### config.mk
export PLATFORM = sky130hd
export DESIGN_NAME = arbitro_raiz
export DESIGN_NICKNAME = d
export VERILOG_FILES = /design/src/rtl/arbitro_raiz_pkg.sv /design/src/rtl/arbitro_raiz_selector_rr.sv /design/src/rtl/arbitro_raiz.sv
export SDC_FILE = /design/constraint.sdc
export NUM_CORES = 1
export LEC_CHECK = 0
export CELL_PAD_IN_SITES_DETAIL_PLACEMENT = 2
export CELL_PAD_IN_SITES_GLOBAL_PLACEMENT = 2
export CORE_UTILIZATION = 22
export DETAILED_ROUTE_END_ITERATION = 10
export PLACE_DENSITY = 0.76
export SLEW_MARGIN = 40
export SYNTH_ARGS = -nofsm -noshare
export SYNTH_HDL_FRONTEND = slang
export SYNTH_HIERARCHICAL = 1
export SYNTH_SLANG_ARGS = --single-unit
### constraint.sdc
create_clock -name reloj -period 3.1 [get_ports reloj]
set_input_delay 0.465 -clock reloj [delete_from_list [all_inputs] [get_ports reloj]]
set_output_delay 0.465 -clock reloj [all_outputs]
set_load 0.03 [all_outputs]
### src/rtl/arbitro_raiz_pkg.sv
// Shared definitions for the square-root core arbiter: FSM encodings and result constants.
// Timeout support is enabled by defining ARBITRO_RAIZ_TIMEOUT_EN.
package arbitro_raiz_pkg;

    typedef enum logic [1:0] {
        ST_LIBRE     = 2'd0,
        ST_ARRANQUE  = 2'd1,
        ST_ENTREGA   = 2'd2,
        ST_DESCARGA  = 2'd3
    } estado_t;

    localparam int          ANCHO_RAIZ  = 16;
    localparam logic [15:0] RES_TIMEOUT = 16'hFFFF;

    // Round-robin successor of a requester index.
    function automatic int siguiente_rr(input int idx, input int n);
        return (idx + 1 >= n) ? 0 : idx + 1;
    endfunction

endpackage

### src/rtl/arbitro_raiz_selector_rr.sv
// Combinational round-robin picker: first active request at or after ptr, wrapping around.
// Used by arbitro_raiz (see ARBITRO_RAIZ_TIMEOUT_EN there for the optional timeout).
module selector_rr
    import arbitro_raiz_pkg::*;
#(
    parameter int NUM_SOLIC = 4,
    parameter int IW        = $clog2(NUM_SOLIC)
) (
    input  logic [NUM_SOLIC-1:0] solicitud,
    input  logic [IW-1:0]        ptr,
    output logic [NUM_SOLIC-1:0] ganador,
    output logic [IW-1:0]        indice,
    output logic                 alguno
);

    always_comb begin : busqueda
        int j;
        j       = 0;
        ganador = '0;
        indice  = '0;
        alguno  = 1'b0;
        for (int k = 0; k < NUM_SOLIC; k++) begin
            j = int'(ptr) + k;
            if (j >= NUM_SOLIC) j = j - NUM_SOLIC;
            if (!alguno && solicitud[j]) begin
                ganador[j] = 1'b1;
                indice     = IW'(j);
                alguno     = 1'b1;
            end
        end
    end

endmodule

### src/rtl/arbitro_raiz.sv
// Round-robin arbiter sharing one raiz_cuadrada core among NUM_SOLIC requesters.
// Define ARBITRO_RAIZ_TIMEOUT_EN to abort a core operation after MAX_CICLOS cycles.
module arbitro_raiz
    import arbitro_raiz_pkg::*;
#(
    parameter int NUM_SOLIC  = 4,
    parameter int ANCHO      = 16,
    parameter int MAX_CICLOS = 64
) (
    input  logic                       reloj,
    input  logic                       reiniciar,
    input  logic [NUM_SOLIC-1:0]       solicitud,
    input  logic [NUM_SOLIC*ANCHO-1:0] valores,
    output logic [NUM_SOLIC-1:0]       concedido,
    output logic [NUM_SOLIC-1:0]       listo,
    output logic [NUM_SOLIC-1:0]       error,
    output logic [ANCHO-1:0]           resultado,
    output logic                       ocupado,
    output logic                       raiz_iniciar,
    output logic [ANCHO-1:0]           raiz_valor,
    input  logic                       raiz_terminado,
    input  logic [ANCHO-1:0]           raiz_resultado
);

    localparam int IW = $clog2(NUM_SOLIC);

    estado_t              estado, estado_sig;
    logic [IW-1:0]        ptr, idx, indice;
    logic [NUM_SOLIC-1:0] ganador;
    logic                 alguno;
    logic                 captura, expira;

    selector_rr #(.NUM_SOLIC(NUM_SOLIC), .IW(IW)) u_selector (
        .solicitud (solicitud),
        .ptr       (ptr),
        .ganador   (ganador),
        .indice    (indice),
        .alguno    (alguno)
    );

    // Only accept done while start is actually asserted, so a stale done is never taken as a result.
    assign captura = (estado == ST_ARRANQUE) && raiz_iniciar && raiz_terminado;

`ifdef ARBITRO_RAIZ_TIMEOUT_EN
    localparam logic [7:0] LIMITE = 8'(MAX_CICLOS - 1);

    logic [7:0]           cnt;
    logic [NUM_SOLIC-1:0] error_q;

    assign expira = (estado == ST_ARRANQUE) && raiz_iniciar && !raiz_terminado && (cnt == LIMITE);
    assign error  = error_q;

    always_ff @(posedge reloj or negedge reiniciar) begin
        if (!reiniciar) begin
            cnt     <= '0;
            error_q <= '0;
        end else begin
            if (estado != ST_ARRANQUE) cnt <= '0;
            else if (raiz_iniciar)     cnt <= cnt + 8'd1;
            error_q <= expira ? concedido : '0;
        end
    end
`else
    assign expira = 1'b0;
    assign error  = '0;
`endif

    always_ff @(posedge reloj or negedge reiniciar) begin
        if (!reiniciar) estado <= ST_LIBRE;
        else            estado <= estado_sig;
    end

    always_comb begin
        estado_sig = estado;
        case (estado)
            ST_LIBRE:     if (alguno) estado_sig = ST_ARRANQUE;
            ST_ARRANQUE: begin
                if (captura)     estado_sig = ST_ENTREGA;
                else if (expira) estado_sig = ST_DESCARGA;
            end
            ST_ENTREGA:   estado_sig = ST_DESCARGA;
            ST_DESCARGA:  if (!raiz_terminado) estado_sig = ST_LIBRE;
            default:      estado_sig = ST_LIBRE;
        endcase
    end

    always_ff @(posedge reloj or negedge reiniciar) begin
        if (!reiniciar) begin
            ptr          <= '0;
            idx          <= '0;
            concedido    <= '0;
            raiz_valor   <= '0;
            resultado    <= '0;
            raiz_iniciar <= 1'b0;
        end else begin
            // Start rises one cycle after the grant and drops on the edge that leaves ARRANQUE.
            raiz_iniciar <= (estado == ST_ARRANQUE) && (estado_sig == ST_ARRANQUE);
            if (estado == ST_LIBRE && alguno) begin
                idx        <= indice;
                concedido  <= ganador;
                raiz_valor <= valores[int'(indice)*ANCHO +: ANCHO];
            end
            if (captura) resultado <= raiz_resultado;
            if (expira)  resultado <= '1;
            if (estado == ST_ENTREGA || expira) begin
                ptr       <= IW'(siguiente_rr(int'(idx), NUM_SOLIC));
                concedido <= '0;
            end
        end
    end

    assign listo   = (estado == ST_ENTREGA) ? concedido : '0;
    assign ocupado = (estado != ST_LIBRE);

endmodule

# Yosys cells after proc, flatten, opt, wreduce, memory -nomap -nowiden

Index checks and enable logic that the tools add are counted.

Register bits: 43
Input bits: 87
Output and inout bits: 46
Word-level logic and storage cells: 97

Add/subtract/negate cells: 8
Order comparisons: 13
Equal/unequal tests: 4
Shift-type cells: 1
Multiplexer cells: 44
Bitwise logic cells: 3
Reduce and logical (&&, ||, !) cells: 17

Operators by type and width:

| kind                                                                                  | number |
|---|---|
| 32-bit by 1-bit greater-or-equal comparator with 1-bit output (second input constant) | 4 |
| 32-bit by 4-bit < comparator with 1-bit output (second input constant)                | 4 |
| 32-bit two-way mux                                                                    | 4 |
| 32-bit by 4-bit greater-or-equal comparator with 1-bit output (second input constant) | 3 |
| 32-bit by 4-bit subtractor with 32-bit output (second input constant)                 | 3 |
| 64-bit by 7-bit variable part select with 16-bit output                               | 1 |
| 4-bit two-way mux                                                                     | 7 |
| 1-bit two-way mux                                                                     | 16 |
| 2-bit two-way mux                                                                     | 8 |
| 4-bit bitwise OR                                                                      | 3 |
| 1-bit logical AND                                                                     | 11 |
| 1-bit binary-select mux with 2-bit select                                             | 4 |
| 1-bit demux with 2-bit select                                                         | 4 |
| 2-bit case mux with 4 select lines                                                    | 1 |
| 2-bit by 1-bit adder with 3-bit output (second input constant)                        | 2 |
| 2-bit by 2-bit adder with 3-bit output (second input constant)                        | 2 |
| 2-bit by 1-bit equality test with 1-bit output (second input constant)                | 2 |
| 2-bit equality test (second input constant)                                           | 2 |
| 2-bit nonzero test                                                                    | 2 |
| 2-bit by 3-bit subtractor with 4-bit output (second input constant)                   | 1 |
| 2-bit by 3-bit greater-or-equal comparator with 1-bit output (second input constant)  | 1 |
| 3-bit greater-or-equal comparator (second input constant)                             | 1 |
| 1-bit logical NOT                                                                     | 3 |
| 2-bit logical NOT                                                                     | 1 |

# Longest topological paths before layout

Depth after elaboration: 19
Mapped depth: 13
Gate-level depth less buffers: 8

# Cells and area by module

The synthesis kept the hierarchy.

Modules (own cells, without submodules):

| module       | instances | cells an instance | area an instance (um2) | sequential area each (um2) |
|---|---|---|---|---|
| arbitro_raiz | 1         | 184               | 2212.1                 | 1076.0 |
| selector_rr  | 1         | 48                | 460.4                  | 0.0 |

# Least setup slack after synthesis

No wires, ideal clock.

Path type: reg-to-reg
From: register ptr[0]
To: register raiz_valor[0]
Library setup time: 0.138 ns
Data arrival time: 2.746 ns
Required time: 2.962 ns
Setup slack: 0.217 ns
Stages on the path, launching flop included: 12
Buffers on the path: 4
Clock period less this slack: 2.883 ns
Cells stage by stage: dfrtp_1 > buf_6 > inv_1 > ha_1 > mux4_2 > buf_6 > o311ai_0 > a32o_1 > clkbuf_1 > buf_2 > mux2i_1 > o221ai_1

Word-level cells in the longest chain between the ends: 16
Elaborated cells between the ends (all ways): 43
Classes of those cells: 7 x add/sub; 4 x order compare; 1 x shift; 24 x mux; 7 x reduce/logical

Ends and longest elaborated chain:

| item                                                                                                   | RTL line                       | source |
|---|---|---|
| start, declared                                                                                        | arbitro_raiz.sv:28             | `logic [IW-1:0] ptr, idx, indice;` |
| start signal, assigned                                                                                 | arbitro_raiz.sv:106            | `ptr <= IW'(siguiente_rr(int'(idx), NUM_SOLIC));` |
| parallel branches: the longest is 14 deep, another holds 32-bit by 4-bit subtractor with 32-bit output | -                              |  |
| 2-bit two-way mux *                                                                                    | arbitro_raiz_selector_rr.sv:25 | `if (!alguno && solicitud[j]) begin` |
| named net indice[1]                                                                                    | arbitro_raiz.sv:28             |  |
| 64-bit by 7-bit variable part select with 16-bit output *                                              | arbitro_raiz.sv:101            | `raiz_valor <= valores[int'(indice)*ANCHO +: ANCHO];` |
| end signal, assigned                                                                                   | arbitro_raiz.sv:101            |  |
| end, declared                                                                                          | arbitro_raiz.sv:20             | `output logic [ANCHO-1:0] raiz_valor,` |

Mark *: on every way through the listed nets, which the timed path passes. The select of a mux whose other input is x is not followed.
A chain may end at the register's enable or synchronous reset.

# Final worst setup path

From: input solicitud[2]
To: register raiz_valor[6]

Word-level cells in the longest chain between the ends: 14
Elaborated cells between the ends (all ways): 28
Classes of those cells: 1 x shift; 20 x mux; 7 x reduce/logical

Ends and longest elaborated chain:

| item                                                      | RTL line                       | source |
|---|---|---|
| start, declared                                           | arbitro_raiz.sv:12             | `input logic [NUM_SOLIC-1:0] solicitud,` |
| 1-bit binary-select mux with 2-bit select                 | arbitro_raiz_selector_rr.sv:25 |  |
| 1-bit two-way mux (not written as such) (2 in a row)      | arbitro_raiz_selector_rr.sv:25 |  |
| 1-bit two-way mux                                         | arbitro_raiz_selector_rr.sv:25 |  |
| 1-bit logical NOT                                         | arbitro_raiz_selector_rr.sv:25 |  |
| 1-bit logical AND                                         | arbitro_raiz_selector_rr.sv:25 |  |
| 1-bit two-way mux                                         | arbitro_raiz_selector_rr.sv:25 |  |
| 1-bit logical NOT                                         | arbitro_raiz_selector_rr.sv:25 |  |
| 1-bit logical AND                                         | arbitro_raiz_selector_rr.sv:25 |  |
| 1-bit two-way mux                                         | arbitro_raiz_selector_rr.sv:25 |  |
| 1-bit logical NOT                                         | arbitro_raiz_selector_rr.sv:25 |  |
| 1-bit logical AND                                         | arbitro_raiz_selector_rr.sv:25 |  |
| 2-bit two-way mux *                                       | arbitro_raiz_selector_rr.sv:25 |  |
| named net indice[1]                                       | arbitro_raiz.sv:28             |  |
| 64-bit by 7-bit variable part select with 16-bit output * | arbitro_raiz.sv:101            |  |

The timed path passes the listed nets; every way through them passes the cells marked *. The select of a mux whose other input is x is not followed.

==> summary.md <==
| Metric | Value |
|---|---|
| Status | `complete, but fails checks` |
| Failing checks | `DRC` |
| Initial antenna violation count | `0` |
| Main area contributors after synthesis | `dfrtp_1, mux2i_1, mux2_4` |
| Post-Synth XOR/XNOR Area | `0%` |
| Cts bufs inserted | `5` |
| WP data arrival | `2.88 ns` |
| Post-synth top area cell | `dfrtp_1` |
| YS warnings | `6` |
| Die area | `12600 um^2` |
| Proportion of synthesized area in mux cells | `26.8%` |
| Seq/Total Area, Yosys | `40.3%` |
| WL per Instance | `17.6 um` |
| Non-Filler Instances | `509` |
| Leak pwr | `1.83 nW` |
| Max cap viols | `0` |
| Fin crit share | `88.2%` |
| Worst-Margin Slew | `0.582 ns` |
| Layout area overhead | `60.6%` |
| Via count | `2410` |
| Vias per Instance | `4.73` |
| Final wirelength | `8970 um` |
| Final setup violation count | `0` |
| Setup_tns | `0 ns` |
| Antenna fix cells | `0` |
| Setup bufs post-CTS | `0` |
| Fin nets | `461` |
| Mean Syn Cell Area | `11.5 um^2` |
| Antenna viol nets, final | `0` |
| Leading cell type in the layout, fill and taps excluded | `clkdlybuf4s50_1` |
| Largest net degree at the start of global routing | `44` |
| DR DRC count | `6` |
| FILL cells | `1245` |
| Max_slew headroom | `61.2%` |
| Seq cells post-synth | `43` |
| CTS tree | `yes` |
| Routability Congestion | `0.749` |
| FFs w/ async S/R, synth | `100%` |
| DP Cell Count | `501` |
| Rows | `39` |
| Crit end category | `flop` |
| Hold slack | `0.183 ns` |
| Initial DRC Count | `77` |
| First-pass detailed-route iteration total | `7` |
| Post-Synthesis Cells | `232` |
| GRT Util Overall | `14.5%` |
| Clk buf depth | `2` |
| Top-Level Pins | `133` |
| Most frequent cells in the layout | `clkdlybuf4s50_1, dfrtp_1, mux2i_1, nand2_1, o221ai_1` |
| Synth Area in Compound Gates | `12.3%` |
| Hold Buf Count CTS | `0` |
| Number of synthesized flops with an enable pin | `0` |
| Fin. Hold Viols | `0` |
| P per Cell Area | `1090 nW/um^2` |
| Simple logic cell fraction of the synthesized area | `9.88%` |
| Ys flop type | `dfrtp_1` |
| PostCTS Resize Cnt | `0` |
| Die Ht | `112 um` |
| Clock slew at reported path FFs | `0.07 ns` |
| Largest family of logic cells by synthesized area | `multiplexers` |
| Die X | `112 um` |
| Post-Layout Inst Area | `4290 um^2` |
| Clock sinks | `43` |
| Crit path max fanout | `20` |
| Root Buffer | `clkbuf_16` |
| Port bufs | `128` |
| Final HPWL from detailed placement | `7110 um` |
| Synth Area in Adders | `4.21%` |
| Share of the synthesized area in the top cell type | `40.3%` |
| VDD IR max | `335 uV` |
| Setup Skew | `0.00830 ns` |
| Final min period | `2.73 ns` |
| RSZ-0062 raised after global routing | `no` |
| Final Max Tran Viols | `0` |
| Mapped cell area | `2670 um^2` |
| Share of cells above drive strength 1 | `14.2%` |
| Fmax | `366 MHz` |
| Post-synth cell types | `37` |
| Hold crit path type | `in -> async` |
| First-pass GRT wire length | `14400 um` |
| CP Data Required Time | `3.25 ns` |
| Initial core utilization | `23.0%` |
| CP Class | `in -> reg` |
| Clk_lat worst skew | `0.28 ns` |
| Core Region | `11600 um^2` |
| Startpoint Class | `input pin` |
| Number of global-route vias before repair | `2658` |
| Htree depth | `2` |
| Placed cell areas | `4120 um^2` |
| Gr ovfl total | `0` |
## cells by family after synthesis
family,count (synthesis)
multiplexers,59
AO/OA/AOI/OAI,46
AND/OR/NAND/NOR,48
buffers and inverters,26
adder cells (fa/ha/maj),9
flip-flops,43
other,1
## metal layers
layer / global-route usage (%) / part of all wire, % / vias up
li1: - / - / 1111
met1: 16.8 / 39 / 1198
met5: 0 / 0 / -
met4: 1.87 / 0.54 / 0
met2: 26.5 / 52 / 97
met3: 4.86 / 8.1 / 4
## path summary, 6_finish.rpt
check                                   start       endpoint  slack, ns  depth (start not counted)
worst min-delay path                reiniciar   resultado[1]       0.18                          1
worst max-delay path             solicitud[2]  raiz_valor[6]       0.37                          7
worst min register to register  raiz_valor[7]  raiz_valor[7]       0.49                          2
worst max register to register         ptr[0]  raiz_valor[6]       0.41                          8
min in group reloj              raiz_valor[7]  raiz_valor[7]       0.49                          2
max in group asynchronous           reiniciar         ptr[1]       2.52                          1
## cell usage after synthesis (2+ instances only)
master	number
a21oi_1	8
a22oi_1	8
and2_1	4
buf_2	8
buf_4	5
buf_6	4
clkbuf_1	2
dfrtp_1	43
ha_1	9
inv_1	6
mux2_2	11
mux2_4	10
mux2i_1	34
mux4_1	3
nand2_1	24
nor2_1	4
nor2b_1	6
o21ai_0	9
o221ai_1	16
## state kept, by name, summed over array words and instances (netlist names)
name and cells:
raiz_iniciar 1, resultado 16, idx 2, ptr 2
estado 2, raiz_valor 16, concedido 4
## worst max-delay path: stages
cell and delay, ns:
clkdlybuf4s50_1 0.47, mux4_1 0.64, nor3_1 0.37, a32o_2 0.31, buf_12 0.21, mux2i_1 0.25
o221ai_1 0.15
## stage by stage
stage                     total power [mW]  setup WS, ns  util (%)
after detailed placement              4.11        0.0339      35.5
after global routing                  4.98         0.217      37.0
after floorplan                       2.99         0.217         -
after global placement                3.98         0.203      35.4
final                                 4.67         0.366      37.0
after CTS                             4.75         0.339      37.0
## area by class of cell
class / count / area [um^2] / area share (%)
Clock buffer: 6 / 139 / 3.24
Tap cell: 143 / 179 / 4.17
Clock inverter: 2 / 35.0 / 0.816
Multi-Input combinational cell: 166 / 1440 / 33.5
Inverter: 6 / 22.5 / 0.525
Timing Repair Buffer: 143 / 1400 / 32.7
Sequential cell: 43 / 1080 / 25.1
## power breakdown
part / internal [mW] / total (mW) / switching (mW)
combinational: 1.43 / 3.01 / 1.58
sequential: 0.836 / 1.03 / 0.196
clock: 0.401 / 0.624 / 0.223
Power figures use the tool's default switching activity.
==> variant 1 (same settings) <==
Add a define of `ARBITRO_RAIZ_TIMEOUT_EN`.
--- a/src/rtl/arbitro_raiz.sv
+++ b/src/rtl/arbitro_raiz.sv
@@ -1,4 +1,6 @@
 // Round-robin arbiter sharing one raiz_cuadrada core among NUM_SOLIC requesters.
 // Define ARBITRO_RAIZ_TIMEOUT_EN to abort a core operation after MAX_CICLOS cycles.
+`define ARBITRO_RAIZ_TIMEOUT_EN
+
 module arbitro_raiz
     import arbitro_raiz_pkg::*;
Behaviour: no difference found for any inputs over 10 cycles, from zero or initial values; that may be too few to reach the edited logic, so the function may still have changed.
==> variant 1 against the original RTL <==
Sequential cell count rose by 12; synthesized area rose by 22%; setup slack got worse by 250 ps; total power rose by 11%; design area rose by 18%; cell count rose by 14%; maximum frequency fell by 8.3%; global-route usage fell by 0.92 points; critical endpoint is now raiz_valor[9]; synthesized cell count rose by 8.2%; wire length rose by 17%; via count rose by 12%; clock skew barely moved; die area rose by 22%; clock power fell by 3%.
==> variant 1: results (changes against the original RTL) <==
metric	value	unit	change
status	finished, final reports clean		
Port Buffers	132		+3.1%
Comb pwr share	64.7	%	+0.2 points
share of power burned in registers	23.5	%	+1.4 points
Post-synth top cells	dfrtp_1, mux2_2, mux4_2, o21a_1, o22a_1		
Via Count	2690		+12%
mux share of post-synthesis cell area	23.94	%	-2.8 points
layout cells sized above 1	20.20	%	+6.0 points
Net Sw Frac	40.10	%	-2.7 points
final wirelength	10480	µm	+17%
clk root buf	clkbuf_16		
Hold Crit Class	input port to async pin		
Worst slew margin	46.10	%	-15 points
GRT Util Overall	13.60	%	-0.92 points
met3 Use GR	2.518	%	-2.3 points
post-synthesis sequential area ratio	42.19	%	+1.9 points
synth top area cells	dfrtp_1, mux4_2, mux2_2		
first-pass GRT wire length	15900	µm	+11%
biggest regs	raiz_valor: 16 flops, resultado: 16 flops, cnt: 8 flops		
Clock Skew	7.921	ps	-0.3824 ps
dpl ws	-134.4	ps	-168.3 ps
Pre-antenna DRT Iters	4		-3
end of the worst register-to-register path	raiz_valor[9]		
combinational power	3.35	mW	+11%
GR Util met2	23.96	%	-2.5 points
initial DRC count	58		-25%
post-synth cell types	47		+27%
R2R Setup Slk	160	ps	-250 ps
Synth Area in XOR/XNOR	1.074	%	+1.1 points
maximum fanout along the worst path	7		-65%
number of nets in the layout	492		+6.7%
global routing usage on met1	16.68	%	-0.16 points
Fmax	335.5	MHz	-8.3%
Warnings, synthesis	6		unchanged
Adder-Cell Fraction of Synth Area	3.836	%	-0.38 points
Peak VDD IR	0.3345	mV	-0.20%
largest net degree at the start of global routing	40		-9.1%
Post-Synthesis Net Count	348		
Worst-Skew Late Latency	300	ps	+20 ps
vias in the first global route	2957		+11%
R2R depth	9		+1
Compound-Gate Fraction of Synth Area	14.84	%	+2.6 points
top power group	combinational cells		
r2r startpoint	ptr[1]		
DPL Wire Length	8062	µm	+13%
Largest stage delay, worst path	700	ps	+60 ps
Pleak	2.005	nW	+9.4%
number of H-tree levels	2		unchanged
Critical Path Start	solicitud[2]		
fillers	1522		+22%
Final Wtd Congestion	0.7556		+0.91%
## variant 1: cell count changes in the layout (fill, tap and decap cells not counted), sizes merged, moves of 4 or more
cell           unedited run  this run
and2                      4         8
clkdlybuf4s50           127       131
nor2b                     6         1
dfrtp                    43        55
o221ai                   16         0
o22a                      0        16
o21a                      0        16
mux2i                    34         6
conb                      4         0
nor2                      4        13
mux4                      4        20
buf                      16        21
nand2                    24         5
## variant 1: repair_timing
item	in CTS	in global routing
setup buffers	0	2
endpoints found under the hold margin	0	0
gates resized for setup	0	2
hold buffers	0	0
endpoints found under the setup margin	0	10
## variant 1: worst max-delay path by stage
stage                     endpoint  depth (start not counted)
floorplan           raiz_valor[10]                         12
global placement    raiz_valor[13]                          6
detailed placement  raiz_valor[13]                          6
CTS                 raiz_valor[13]                         10
global route        raiz_valor[10]                          9
finish               raiz_valor[9]                          6
## variant 1: metal layers
metal | up-vias | routed length, µm
met4 | 0 | 198
met5 | - | 0
met1 | 1355 | 4341
li1 | 1254 | -
met2 | 69 | 5492
met3 | 12 | 448
## variant 1: metrics by stage
| stage | setup TNS (ps) | instance area (µm²) | hold WS [ps] | cells |
|---|---|---|---|---|
| 2_1_floorplan | 0 | 3263 | 169.4 | 251 |
| 3_3_place_gp | -393.1 | 4886 | 405.9 | 569 |
| 3_5_place_dp | -1742 | 4886 | 416.3 | 569 |
| 4_1_cts | 0 | 5042 | 98.71 | 577 |
| 5_1_grt | 0 | 5081 | 115.8 | 580 |
| 6_report | 0 | 5081 | 86.26 | 580 |
## variant 1: area by class of cell
cell class	instances	area share, %
flip-flops and latches	55	27.09
well taps	184	4.531
inverters	5	0.3694
multi-input cells	175	34.84
repair buffers	153	30.09
clock buffers	8	3.078
==> variant 2 (same settings) <==
Made on the original files. Add an input register stage for `solicitud`, `valores` and `raiz_resultado`, cleared by the reset; this delays them by one clock. The other inputs are not delayed to match.
--- a/src/rtl/arbitro_raiz.sv
+++ b/src/rtl/arbitro_raiz.sv
@@ -25,4 +25,20 @@
     localparam int IW = $clog2(NUM_SOLIC);
 
+    logic [NUM_SOLIC-1:0] solicitud_q;
+    logic [NUM_SOLIC*ANCHO-1:0] valores_q;
+    logic [ANCHO-1:0] raiz_resultado_q;
+
+    always_ff @(posedge reloj or negedge reiniciar) begin
+        if (!reiniciar) begin
+            solicitud_q      <= '0;
+            valores_q        <= '0;
+            raiz_resultado_q <= '0;
+        end else begin
+            solicitud_q      <= solicitud;
+            valores_q        <= valores;
+            raiz_resultado_q <= raiz_resultado;
+        end
+    end
+
     estado_t              estado, estado_sig;
     logic [IW-1:0]        ptr, idx, indice;
@@ -32,5 +48,5 @@
 
     selector_rr #(.NUM_SOLIC(NUM_SOLIC), .IW(IW)) u_selector (
-        .solicitud (solicitud),
+        .solicitud (solicitud_q),
         .ptr       (ptr),
         .ganador   (ganador),
@@ -99,7 +115,7 @@
                 idx        <= indice;
                 concedido  <= ganador;
-                raiz_valor <= valores[int'(indice)*ANCHO +: ANCHO];
+                raiz_valor <= valores_q[int'(indice)*ANCHO +: ANCHO];
             end
-            if (captura) resultado <= raiz_resultado;
+            if (captura) resultado <= raiz_resultado_q;
             if (expira)  resultado <= '1;
             if (estado == ST_ENTREGA || expira) begin
Function: changed (a bounded check fails within 4 cycles, from zero or initial values).
==> variant 2 against the original RTL <==
Utilization is 3.8 points lower; synthesized cell count is 36% higher; first-iteration DRC count is 31% higher; setup slack worse by 130 ps; synthesized area is 78% higher; clock power grew to 3.5 times the old value; total power is 59% higher; global-route usage is 2.7 points lower; cell count is 46% higher; sequential cell count is 84 higher; design area is 63% higher; wire length is 36% higher.
==> variant 2: results (changes against the original RTL) <==
metric	value	unit	change
initial DRC count	101		+31%
Via Count	3079		+28%
Pleak	3.013	nW	+64%
largest net degree at the start of global routing	128		+190%
DPL Wire Length	8602	µm	+21%
number of H-tree levels	4		+2
post-synthesis sequential area ratio	66.82	%	+27 points
Largest stage delay, worst path	460	ps	-180 ps
CTS Hold Buffers Added	0		unchanged
global routing usage on met1	13.76	%	-3.1 points
Post-synth top cells	dfrtp_1, mux2i_1, nand2_1		
clk root buf	clkbuf_16		
R2R Setup Slk	240	ps	-170 ps
cts repair resizes	0		unchanged
Peak VDD IR	0.4505	mV	+34%
layout cells sized above 1	14.78	%	+0.57 points
Clock Skew	5.897	ps	-2.406 ps
clock-pin slew on the worst setup and hold paths	60	ps	
Crit-path slowest cell	mux4_2		
r2r startpoint	ptr[0]		
M1 WL	4948	µm	+40%
first-pass GRT wire length	19580	µm	+36%
Final Wtd Congestion	0.8500		+14%
maximum fanout along the worst path	33		+65%
top layer in use	met4		
vias in the first global route	3596		+35%
Port Buffers	128		unchanged
post-synth cell types	35		-5.4%
metal2 WL	6567	µm	+41%
Async SR Flop Fraction	100.0	%	unchanged
number of nets in the layout	550		+19%
initial antenna violation count	0		unchanged
area share of the largest cell type after synthesis	66.82	%	+27 points
drt wl/cell	16.48	µm	-6.4%
Pre-antenna DRT Iters	4		-3
met3 Use GR	3.761	%	-1.1 points
area post-placement	0.006344	mm²	+54%
Worst-Skew Late Latency	410	ps	+130 ps
critical path data arrival time	3140	ps	+260 ps
CTS max path bufs	2		unchanged
status	finished, final reports clean		
synth top area cells	dfrtp_1, mux2i_1, mux2_4		
end of the worst register-to-register path	raiz_valor[11]		
met3 routed WL	599	µm	-17%
Worst slew margin	54.23	%	-7.0 points
cts bufs inserted	17		+12
GR Util met2	20.35	%	-6.2 points
GRT Util Overall	11.82	%	-2.7 points
R2R depth	9		+1
Largest register FFs	64		
## variant 2: how the worst max path moves through the flow
stage / start / to / slack, ps / cells after the start
floorplan: ptr[0] / raiz_valor[0] / 290 / 12
global placement: ptr[0] / raiz_valor[9] / 450 / 9
detailed placement: ptr[0] / raiz_valor[12] / 260 / 9
CTS: estado[1] / listo[1] / 180 / 3
global route: ptr[0] / raiz_valor[12] / 60 / 9
finish: ptr[0] / raiz_valor[11] / 240 / 9
## variant 2: area by class of cell
cell class	instances	area, µm²
clock buffers	20	466.7
clock inverters	12	181.4
fillers	2173	14100
inverters	4	15.01
multi-input cells	168	1430
flip-flops and latches	127	3178
well taps	275	344.1
repair buffers	136	1376
## variant 2: where the power goes
| group | internal (mW) | leakage [nW] | total (mW) | switching (mW) |
|---|---|---|---|---|
| logic | 1.40 | 1.20 | 3.04 | 1.64 |
| clock network | 1.42 | 0.311 | 2.16 | 0.742 |
| registers | 1.99 | 1.51 | 2.23 | 0.242 |
## variant 2: cells by family after synthesis
kind of cell / share of synthesized area (%)
compound gates: 6.893
fa+ha+maj: 2.368
buf+inv: 3.367
flops: 66.82
mux: 14.73
other cells: 0.07885
simple gates: 5.736
## variant 2: metrics by stage
| stage | setup slack [ps] | instances | hold WS, ps |
|---|---|---|---|
| floorplan | 291.9 | 319 | 169.4 |
| global route | 59.77 | 742 | 212.1 |
| finish | 238.2 | 742 | 134.8 |
| global placement | 448.7 | 710 | 460.0 |
| CTS | 175.4 | 742 | 190.9 |
| detailed placement | 260.8 | 710 | 471.9 |
